--- src/rtl/jk_step_conditioner_if.sv ---
// Pushbutton/switch inputs and latch-side outputs of the JK step conditioner.
interface jk_step_conditioner_if #(
  parameter int COUNT_W = 8
);
  logic               key_n;
  logic               sw_j;
  logic               sw_k;
  logic               j_out;
  logic               k_out;
  logic               step_level;
  logic               step_pulse;
  logic [COUNT_W-1:0] step_count;

  modport master (
    output key_n, sw_j, sw_k,
    input  j_out, k_out, step_level, step_pulse, step_count
  );

  modport slave (
    input  key_n, sw_j, sw_k,
    output j_out, k_out, step_level, step_pulse, step_count
  );
endinterface

--- src/rtl/jk_step_conditioner.sv ---
// Debounced step level/pulse, step counter and frozen J/K for the gated JK latch lab.
// Define JK_STEP_REPEAT_EN to auto-repeat the step every REPEAT_CYCLES while the key is held.
module jk_step_conditioner #(
  parameter int DEBOUNCE_CYCLES = 500000,
  parameter int REPEAT_CYCLES   = 25000000,
  parameter int COUNT_W         = 8
) (
  input logic                  clock,
  input logic                  reset,
  jk_step_conditioner_if.slave bus
);

  localparam int              DB_W    = $clog2(DEBOUNCE_CYCLES);
  localparam logic [DB_W-1:0] DB_LAST = DB_W'(DEBOUNCE_CYCLES - 1);

  typedef enum logic [1:0] {
    IDLE         = 2'd0,
    PRESS_WAIT   = 2'd1,
    PRESSED      = 2'd2,
    RELEASE_WAIT = 2'd3
  } state_e;

  if (DEBOUNCE_CYCLES < 2 || REPEAT_CYCLES < 3) begin : g_param_check
    $error("jk_step_conditioner: DEBOUNCE_CYCLES must be >= 2 and REPEAT_CYCLES >= 3");
  end

  logic               key_meta_q, key_sync_q;
  logic               j_meta_q, j_sync_q;
  logic               k_meta_q, k_sync_q;
  logic               key_s;

  state_e             state_q, state_d;
  logic [DB_W-1:0]    db_cnt_q, db_cnt_d;
  logic               level_q, level_d;
  logic               pulse_q, pulse_d;
  logic               gap_d;
  logic [COUNT_W-1:0] count_q, count_d;
  logic               j_q, k_q;

`ifdef JK_STEP_REPEAT_EN
  localparam int               REP_W    = $clog2(REPEAT_CYCLES);
  localparam logic [REP_W-1:0] REP_GAP  = REP_W'(REPEAT_CYCLES - 2);
  localparam logic [REP_W-1:0] REP_LAST = REP_W'(REPEAT_CYCLES - 1);

  logic [REP_W-1:0]            rep_cnt_q, rep_cnt_d;
`endif

  // Key synchronizer idles at "released" so reset never looks like a press.
  // NOTE: sequential state uses <= so every flop samples the pre-edge values of the others.
  always_ff @(posedge clock) begin
    if (reset) begin
      key_meta_q <= 1'b1;
      key_sync_q <= 1'b1;
      j_meta_q   <= 1'b0;
      j_sync_q   <= 1'b0;
      k_meta_q   <= 1'b0;
      k_sync_q   <= 1'b0;
    end else begin
      key_meta_q <= bus.key_n;
      key_sync_q <= key_meta_q;
      j_meta_q   <= bus.sw_j;
      j_sync_q   <= j_meta_q;
      k_meta_q   <= bus.sw_k;
      k_sync_q   <= k_meta_q;
    end
  end

  assign key_s = ~key_sync_q;

  // NOTE: every always_comb output gets a default first, so no path can infer a latch.
  always_comb begin
    state_d   = state_q;
    db_cnt_d  = db_cnt_q;
    pulse_d   = 1'b0;
    gap_d     = 1'b0;
`ifdef JK_STEP_REPEAT_EN
    rep_cnt_d = rep_cnt_q;
`endif

    unique case (state_q)
      IDLE: begin
        if (key_s) state_d = PRESS_WAIT;
      end
      PRESS_WAIT: begin
        if (!key_s) begin
          state_d = IDLE;
        end else if (db_cnt_q == DB_LAST) begin
          state_d = PRESSED;
          pulse_d = 1'b1;
        end else begin
          db_cnt_d = db_cnt_q + DB_W'(1);
        end
      end
      PRESSED: begin
        if (!key_s) begin
          state_d = RELEASE_WAIT;
        end
`ifdef JK_STEP_REPEAT_EN
        // One low cycle of step_level, then a fresh step one period after the last.
        else if (rep_cnt_q == REP_LAST) begin
          pulse_d   = 1'b1;
          rep_cnt_d = '0;
        end else begin
          gap_d     = (rep_cnt_q == REP_GAP);
          rep_cnt_d = rep_cnt_q + REP_W'(1);
        end
`endif
      end
      RELEASE_WAIT: begin
        if (key_s) begin
          state_d = PRESSED;
        end else if (db_cnt_q == DB_LAST) begin
          state_d = IDLE;
        end else begin
          db_cnt_d = db_cnt_q + DB_W'(1);
        end
      end
      default: state_d = IDLE;
    endcase

    if (state_d != state_q) begin
      db_cnt_d  = '0;
`ifdef JK_STEP_REPEAT_EN
      rep_cnt_d = '0;
`endif
    end

    level_d = ((state_d == PRESSED) || (state_d == RELEASE_WAIT)) && !gap_d;
    count_d = pulse_d ? count_q + COUNT_W'(1) : count_q;
  end

  always_ff @(posedge clock) begin
    if (reset) begin
      state_q   <= IDLE;
      db_cnt_q  <= '0;
      level_q   <= 1'b0;
      pulse_q   <= 1'b0;
      count_q   <= '0;
      j_q       <= 1'b0;
      k_q       <= 1'b0;
`ifdef JK_STEP_REPEAT_EN
      rep_cnt_q <= '0;
`endif
    end else begin
      state_q   <= state_d;
      db_cnt_q  <= db_cnt_d;
      level_q   <= level_d;
      pulse_q   <= pulse_d;
      count_q   <= count_d;
`ifdef JK_STEP_REPEAT_EN
      rep_cnt_q <= rep_cnt_d;
`endif
      // J/K only follow the switches while the latch enable will be low next cycle.
      if (!level_d) begin
        j_q <= j_sync_q;
        k_q <= k_sync_q;
      end
    end
  end

  assign bus.j_out      = j_q;
  assign bus.k_out      = k_q;
  assign bus.step_level = level_q;
  assign bus.step_pulse = pulse_q;
  assign bus.step_count = count_q;

endmodule
--- src/flat_wrapper.sv ---
// flat-port wrapper written by rule: the top's interface ports become plain ports
module jk_step_conditioner_flat 
#(
  parameter int DEBOUNCE_CYCLES = 500000,
  parameter int REPEAT_CYCLES   = 25000000,
  parameter int COUNT_W         = 8
)
  (clock, reset, bus_key_n, bus_sw_j, bus_sw_k, bus_j_out, bus_k_out, bus_step_level, bus_step_pulse, bus_step_count);
  jk_step_conditioner_if #(.COUNT_W(COUNT_W)) bus_i ();
  input logic clock;
  input logic reset;
  input wire logic [$bits(bus_i.key_n)-1:0] bus_key_n;
  input wire logic [$bits(bus_i.sw_j)-1:0] bus_sw_j;
  input wire logic [$bits(bus_i.sw_k)-1:0] bus_sw_k;
  output wire logic [$bits(bus_i.j_out)-1:0] bus_j_out;
  output wire logic [$bits(bus_i.k_out)-1:0] bus_k_out;
  output wire logic [$bits(bus_i.step_level)-1:0] bus_step_level;
  output wire logic [$bits(bus_i.step_pulse)-1:0] bus_step_pulse;
  output wire logic [$bits(bus_i.step_count)-1:0] bus_step_count;
  assign bus_i.key_n = bus_key_n;
  assign bus_i.sw_j = bus_sw_j;
  assign bus_i.sw_k = bus_sw_k;
  assign bus_j_out = bus_i.j_out;
  assign bus_k_out = bus_i.k_out;
  assign bus_step_level = bus_i.step_level;
  assign bus_step_pulse = bus_i.step_pulse;
  assign bus_step_count = bus_i.step_count;
  jk_step_conditioner #(.DEBOUNCE_CYCLES(DEBOUNCE_CYCLES), .REPEAT_CYCLES(REPEAT_CYCLES), .COUNT_W(COUNT_W)) u_core (.clock(clock), .reset(reset), .bus(bus_i));
endmodule
--- config.mk ---
export PLATFORM = sky130hd
export DESIGN_NAME = jk_step_conditioner_flat
export DESIGN_NICKNAME = d
export VERILOG_FILES = /design/src/rtl/jk_step_conditioner_if.sv /design/src/rtl/jk_step_conditioner.sv /design/src/flat_wrapper.sv
export SDC_FILE = /design/constraint.sdc
export NUM_CORES = 1
export LEC_CHECK = 0
export CAP_MARGIN = 20
export CORE_MARGIN = 2
export CORE_UTILIZATION = 55
export CTS_CLUSTER_SIZE = 40
export DETAILED_ROUTE_END_ITERATION = 8
export GPL_TIMING_DRIVEN = 0
export PLACE_DENSITY = 0.88
export SYNTH_ARGS = -nofsm -noshare
export SYNTH_HDL_FRONTEND = slang
export SYNTH_SLANG_ARGS = --single-unit
--- constraint.sdc ---
create_clock -name clock -period 3.8 [get_ports clock]
set_input_delay 0.76 -clock clock [delete_from_list [all_inputs] [get_ports clock]]
set_output_delay 0.76 -clock clock [all_outputs]
set_load 0.05 [all_outputs]
## Word level (Yosys, flattened, before mapping)

Cells that the tools add are included.
W data, S select, Z words.

- Bits in registers: 39
- Word-level logic and storage cells: 43
- Output and inout bits: 12

- Add/subtract/negate cells: 2
- Eq/ne operators: 9
- Mux-type cells: 14
- Reductions and logical operators: 5

Operators with widths:

| operator | count |
|---|---|
| $mux W19 | 3 |
| $pmux W19 S2 | 1 |
| $add A19 B1 Y19 const B | 1 |
| $eq A19 B19 Y1 const B | 1 |
| $mux W2 | 6 |
| $add A8 B1 Y8 const B | 1 |
| $eq A2 B2 Y1 const B | 4 |
| $pmux W2 S4 | 1 |
| $mux W1 | 3 |
| $reduce_and A3 Y1 | 1 |
| $eq A2 B1 Y1 const B | 1 |
| $logic_not A2 Y1 | 1 |
| $ne A2 B1 Y1 const B | 1 |
| $ne A2 B2 Y1 | 1 |
| $ne A2 B2 Y1 const B | 1 |
| $reduce_bool A2 Y1 | 1 |
| $reduce_or A2 Y1 | 1 |
| $logic_or A1 B1 Y1 | 1 |

## Logic depth before layout (Yosys ltp)

Gate-level depths: netlist (run 1).

- Word-level depth: 6
- Gate-level depth with buffers: 7
- Mapped depth without buffers: 5

## Worst setup path after synthesis (run 1)

OpenSTA, ideal clock, no wires.

- Kind: reg-to-reg
- From: register u_core.db_cnt_q[9]
- To: register u_core.count_q[6] (netlist: u_core.bus.step_count[6])
- Data required time: 3.679 ns
- Stages on the path, launching flop included: 5
- Arrival: 1.996 ns
- Path slack: 1.683 ns
- Cells stage by stage: dfxtp_1 > or4b_1 > or3_1 > or4_4 > mux2_4

- Longest elaborated chain between the ends: 4

Ends and longest elaborated chain:

| item | RTL line | source |
|---|---|---|
| from (decl) | jk_step_conditioner.sv:33 | `logic [DB_W-1:0] db_cnt_q, db_cnt_d;` |
| from (signal assigned) | jk_step_conditioner.sv:146 | `db_cnt_q <= db_cnt_d;` |
| $eq A19 B19 Y1 | jk_step_conditioner.sv:87 | `end else if (db_cnt_q == DB_LAST) begin` |
| $mux W1 | jk_step_conditioner.sv:87 |  |
| $mux W1 | jk_step_conditioner.sv:85 | `if (!key_s) begin` |
| $mux W1 | jk_step_conditioner.sv:80 | `unique case (state_q)` |
| to (signal assigned) | jk_step_conditioner.sv:149 | `count_q <= count_d;` |
| to (decl) | jk_step_conditioner.sv:37 | `logic [COUNT_W-1:0] count_q, count_d;` |

No other way between the ends.
A chain may end at the register's enable or synchronous reset.

## Worst setup path after layout (run 1)

- From: register u_core.count_q[2] (netlist: u_core.bus.step_count[2])
- To: output bus_step_count[2]

RTL lines:

| item | RTL line | source |
|---|---|---|
| to (decl) | flat_wrapper.sv:19 | `output wire logic [$bits(bus_i.step_count)-1:0] bus_step_count;` |

No word-level cell between the ends.

==> flow_summary.ini, run 1 <==
[cells_and_area]
diodes = 0
final_nets = 253
final_layout_size_suffix_gt1_frac = 0.0729
largest_reg_flops = 19
multiInputGateArea_um2 = 1040
largest_register = u_core.db_cnt_q
syn2layout_area_growth_pct = 14.2
post-route-util = 0.652
stdcell_area_um2 = 2170
nFillCells = 304
seq_area_um2 = 781

[clock_network]
cts-root-buf = clkbuf_4
post_cts_resized = 0
clkTransAtPathRegs_ns = 0.11
post_cts_buffers = 0
htreeDepth = 2
cts_inserted_buffers = 5
ctsHoldBuffers = 0
clockBufferDepth = 2
cts_tree = yes
cts.sinks = 39
clock_latency_ns = 0.35

[worst_setup_path]
crit_path_start_kind = flop
critical_path.top_delay_family = buffers and inverters
crit_chain = clkdlybuf4s50_1
setup.worst_path.end_class = output pin
critPathMaxStageDelay_ns = 0.85
crit_slowest_cell = clkdlybuf4s50_1
cp_data_arrival_time_ns = 1.68
crit_fanout = 7
cp.buffers_inverters = 1
worstPathRequired_ns = 3.04
worstSetupPathType = reg -> out

[synthesis]
ys_ff_latch = 39
synth-edff-count = 0
synth_flop_cell = dfxtp_1
synth_area_um2 = 1900
async_flop_share = 0
synth_cell_types = 43
syn-num-nets = 230
postSynthAreaPerCell_um2 = 8.54
yosysSeqAreaShare = 0.410
yosysWarnings = 0
synthCells = 223

[grt]
first_global_vias = 1598
grt_use_total = 0.230
grt-ovfl-total = 0
grt_pass1_wl_um = 7240
grt_max_degree = 13
antenna_found_initial = 0

[die]
die_x_um = 62.8
pin_count = 17
row_count = 21
fp.dieH_um = 62.8
initial_utilization = 0.571
die_area_um2 = 3950
core_um2 = 3340

[routing]
drc = 0
routed_wl_um = 4220
first_iter_violations = 166
vias = 1795
ant_nets = 0
first_pass_iters = 5
routedWlPerCell_um = 14.4
routed_via_density = 6.13

[sta]
rsz0062_at_grt = false
finalCriticalPeriod_ns = 2.44
maxSlewHeadroom = 0.529
hold_viol_final = 0
post-route-period-util = 0.641
worst_pin_slew_ns = 0.705
fmax_ghz = 0.410
fin_tns_setup_ns = 0
slew_viol_final = 0
finalSetupViolCount = 0
skew_ns = 0.00747

[run]
maxCapViolations = 0

[placement]
placed_area_um2 = 2120
hpwl_um = 2910
gp_congestion = 0.927
io_buffers = 16

[power]
power.density_nw_per_um2 = 300
ir_drop_v = 0.000200
p_leak_nw = 0.696

[hold_path]
min_path_type = reg -> reg

[run_status]
status = complete, no violations
[final cells by class]
type	instances	share of cell area
Buffer	13	0.0242
Clock buffer	5	0.0173
Clock inverter	3	0.00690
Inverter	8	0.0138
Multi-Input combinational cell	163	0.479
Sequential cell	39	0.359
Tap cell	46	0.0265
Timing Repair Buffer	16	0.0736
[cells in the mapped netlist (3+ instances only)]
library cell	number	area, um^2
nand3_1	9	45.0
nand2_1	17	63.8
nor2b_1	7	43.8
a21oi_1	10	50.1
mux2_1	3	33.8
xor2_1	4	35.0
nand4_1	9	56.3
or2_2	4	25.0
xnor2_1	3	26.3
and4_1	3	26.3
nor3_1	8	40.0
or4b_1	3	30.0
dfxtp_1	39	781
nor2_1	9	33.8
o21ai_0	10	50.1
clkbuf_1	8	30.0
buf_2	3	15.0
or3_1	12	75.1
or4_1	4	30.0
nor4_1	3	18.8
and3_1	3	18.8
a22oi_1	8	60.1
inv_1	8	30.0
nor3b_1	3	22.5
o21ai_1	6	30.0
[cells by family (layout without fill, tap and decap cells)]
logic type / after synthesis / count (layout) / share of synthesized area
buffers and inverters: 21 / 45 / 0.0434
adder cells (fa/ha/maj): 2 / 2 / 0.0131
multiplexers: 4 / 4 / 0.0256
flip-flops: 39 / 39 / 0.410
AND/OR/NAND/NOR: 101 / 101 / 0.308
XOR/XNOR: 7 / 7 / 0.0322
AO/OA/AOI/OAI: 49 / 49 / 0.168
[cell usage in the layout (no fill, tap or decap), drive strengths merged, types with 4 or more instances in the layout]
master,n
inv,8
nor2,9
nand3,9
or3,12
clkdlybuf4s50,16
o21ai,16
xor2,4
a21oi,10
dfxtp,39
or2,4
clkbuf,13
nand2,17
nor2b,7
a22oi,8
nand4,9
mux2,4
or4,5
buf,5
nor3,8
[power by group]
part           total (mW)  switching [mW]  internal, mW
Sequential          0.414         0.00185         0.413
Clock               0.207           0.138        0.0689
Combinational      0.0310          0.0200        0.0110
Total               0.653           0.160         0.492
[worst paths after layout]
kind                                  from                  end  slack (ns)  depth (start not counted)
setup / recovery  u_core.bus.step_count[2]    bus_step_count[2]        1.36                          1
setup reg to reg        u_core.db_cnt_q[8]  u_core.db_cnt_q[15]        1.40                          5
hold reg to reg          u_core.key_meta_q    u_core.key_sync_q        0.45                          1
hold / removal           u_core.key_meta_q    u_core.key_sync_q        0.45                          1
[layer usage]
metal	up-vias	GRT usage	share of wire
met2	55	0.363	0.48
met3	10	0.0523	0.043
li1	876	-	-
met1	854	0.294	0.46
met5	-	0	0
met4	0	0.114	0.018
[stage by stage]
step / cells / total power, mW / setup WS [ns] / hold WS (ns)
after floorplan: 223 / 0.442 / 1.68 / 0.389
after global routing: 293 / 0.681 / 1.27 / 0.457
final: 293 / 0.653 / 1.36 / 0.449
after CTS: 293 / 0.658 / 1.38 / 0.452
after global placement: 285 / 0.453 / 1.43 / 0.391
after detailed placement: 285 / 0.454 / 1.37 / 0.422
No activity file was read; power rests on OpenSTA's default activity.
==> run 2, diff against run 1 <==
==> constraint.sdc (replaced) <==
create_clock -name clock -period 2.3 [get_ports clock]
set_input_delay 0.46 -clock clock [delete_from_list [all_inputs] [get_ports clock]]
set_output_delay 0.46 -clock clock [all_outputs]
set_load 0.05 [all_outputs]
==> run 2 against run 1 <==
Compared with the run above:
- count of clock-buffer cells in the layout unchanged
- first-iteration DRC count decreased by 10%
- final area increased by 2.6%
- final cell count increased by 0.34%
- critical path depth increased by 4
- die area unchanged
- via count unchanged
- non-clock buffer count increased by 1
==> flow_summary.ini, run 2 (same netlist as run 1, synthesis figures left out) <==
[worst_setup_path]
worstPathRequired_ns = 2.54
setup.worst_path.end_class = flop
cp_data_arrival_time_ns = 2.46
crit_chain = or4b_4 > or3_4 > clkbuf_4 > nor4_2 > mux2_1
crit_fanout = 10
cp.buffers_inverters = 1
crit_slowest_cell = or4b_4
critPathMaxStageDelay_ns = 0.55
worstSetupPathType = reg -> reg
critical_path.top_delay_family = simple AND/OR/NAND/NOR gates
crit_path_start_kind = flop

[grt]
grt_max_degree = 13
first_global_vias = 1606
antenna_found_initial = 0
grt_use_total = 0.233
grt_pass1_wl_um = 7280
grt-ovfl-total = 0

[clock_network]
clock_latency_ns = 0.35
cts_inserted_buffers = 5
cts_tree = yes
clkTransAtPathRegs_ns = 0.12
htreeDepth = 2
ctsHoldBuffers = 0
cts-root-buf = clkbuf_4
cts.sinks = 39
clockBufferDepth = 2

[placement]
gp_congestion = 0.927
placed_area_um2 = 2120
hpwl_um = 2910
io_buffers = 16
pre_cts_slack_ns = -0.0513
placed_cells = 285

[cells_and_area]
final_nets = 254
fin_cells = 294
post-route-util = 0.669
syn2layout_area_growth_pct = 17.2
largest_register = u_core.db_cnt_q
diodes = 0
final_cell_mix = dfxtp_1 (34), nand2_1 (17), clkdlybuf4s50_1 (16), or3_1 (11)
final_common_cell = dfxtp_1
final_layout_size_suffix_gt1_frac = 0.129
stdcell_area_um2 = 2230
largest_reg_flops = 19

[routing]
ant_nets = 0
routedWlPerCell_um = 14.8
routed_wl_um = 4360
routed_via_density = 6.11
drc = 0
first_iter_violations = 149
first_pass_iters = 5
vias = 1795

[run_status]
status = complete, no violations

[sta]
finalCriticalPeriod_ns = 2.22
post-route-period-util = 0.967
slew_viol_final = 0
maxSlewHeadroom = 0.478
skew_ns = 0.0124
setup_ws_ns = 0.0751
fin_hold_ws_ns = 0.447
fmax_ghz = 0.449
hold_viol_final = 0
fin_tns_setup_ns = 0
worst_pin_slew_ns = 0.780
rsz0062_at_grt = false
finalSetupViolCount = 0

[die]
die_area_um2 = 3950
core_um2 = 3340
fp.dieH_um = 62.8
pin_count = 17
die_x_um = 62.8
initial_utilization = 0.571
row_count = 21

[power]
total_power_mw = 1.08
power.density_nw_per_um2 = 482
p_leak_nw = 0.721
ir_drop_v = 0.000331

[run]
maxCapViolations = 0

[hold_path]
min_path_type = reg -> reg
run 2: timing repair:
item	4_1_cts	5_1_grt
buffers inserted	1	2
pin swaps	1	0
endpoints found under the setup margin	11	13
endpoints found under the hold margin	0	0
gates resized for setup	3	10
run 2: where the power goes:
group / internal [mW] / total, mW / leakage (nW) / switching (mW)
sequential: 0.682 / 0.686 / 0.317 / 0.00454
combinational: 0.0181 / 0.0501 / 0.369 / 0.0320
clock: 0.114 / 0.340 / 0.0347 / 0.226
run 2: final timing paths:
path,to,start,cells after the start,slack [ns]
setup / recovery,u_core.bus.step_count[5],u_core.db_cnt_q[9],5,0.08
hold / removal,u_core.key_sync_q,u_core.key_meta_q,1,0.45
setup reg to reg,u_core.bus.step_count[5],u_core.db_cnt_q[9],5,0.08
hold reg to reg,u_core.key_sync_q,u_core.key_meta_q,1,0.45
run 2: routing by layer:
layer / global-route usage / wire length, um / vias up
met2: 0.367 / 2080 / 60
met5: 0 / 0 / -
met3: 0.0685 / 272 / 11
met1: 0.295 / 1920 / 850
met4: 0.106 / 84 / 0
li1: - / - / 874
run 2: layout make-up:
cell class	instances	area, um^2
buffer	11	50.0
clock buffer	5	37.5
clock inverter	3	15.0
fill	294	1100
inverter	8	30.0
multi-input combinational	163	1070
sequential	39	787
tap	46	57.6
timing repair buffer	19	183
run 2: worst reg2reg max path, cell delays in order, from the launching register on:
cell	delay, ns
dfxtp_2	0.37
or4b_4	0.55
or3_4	0.36
clkbuf_4	0.20
nor4_2	0.26
mux2_1	0.36
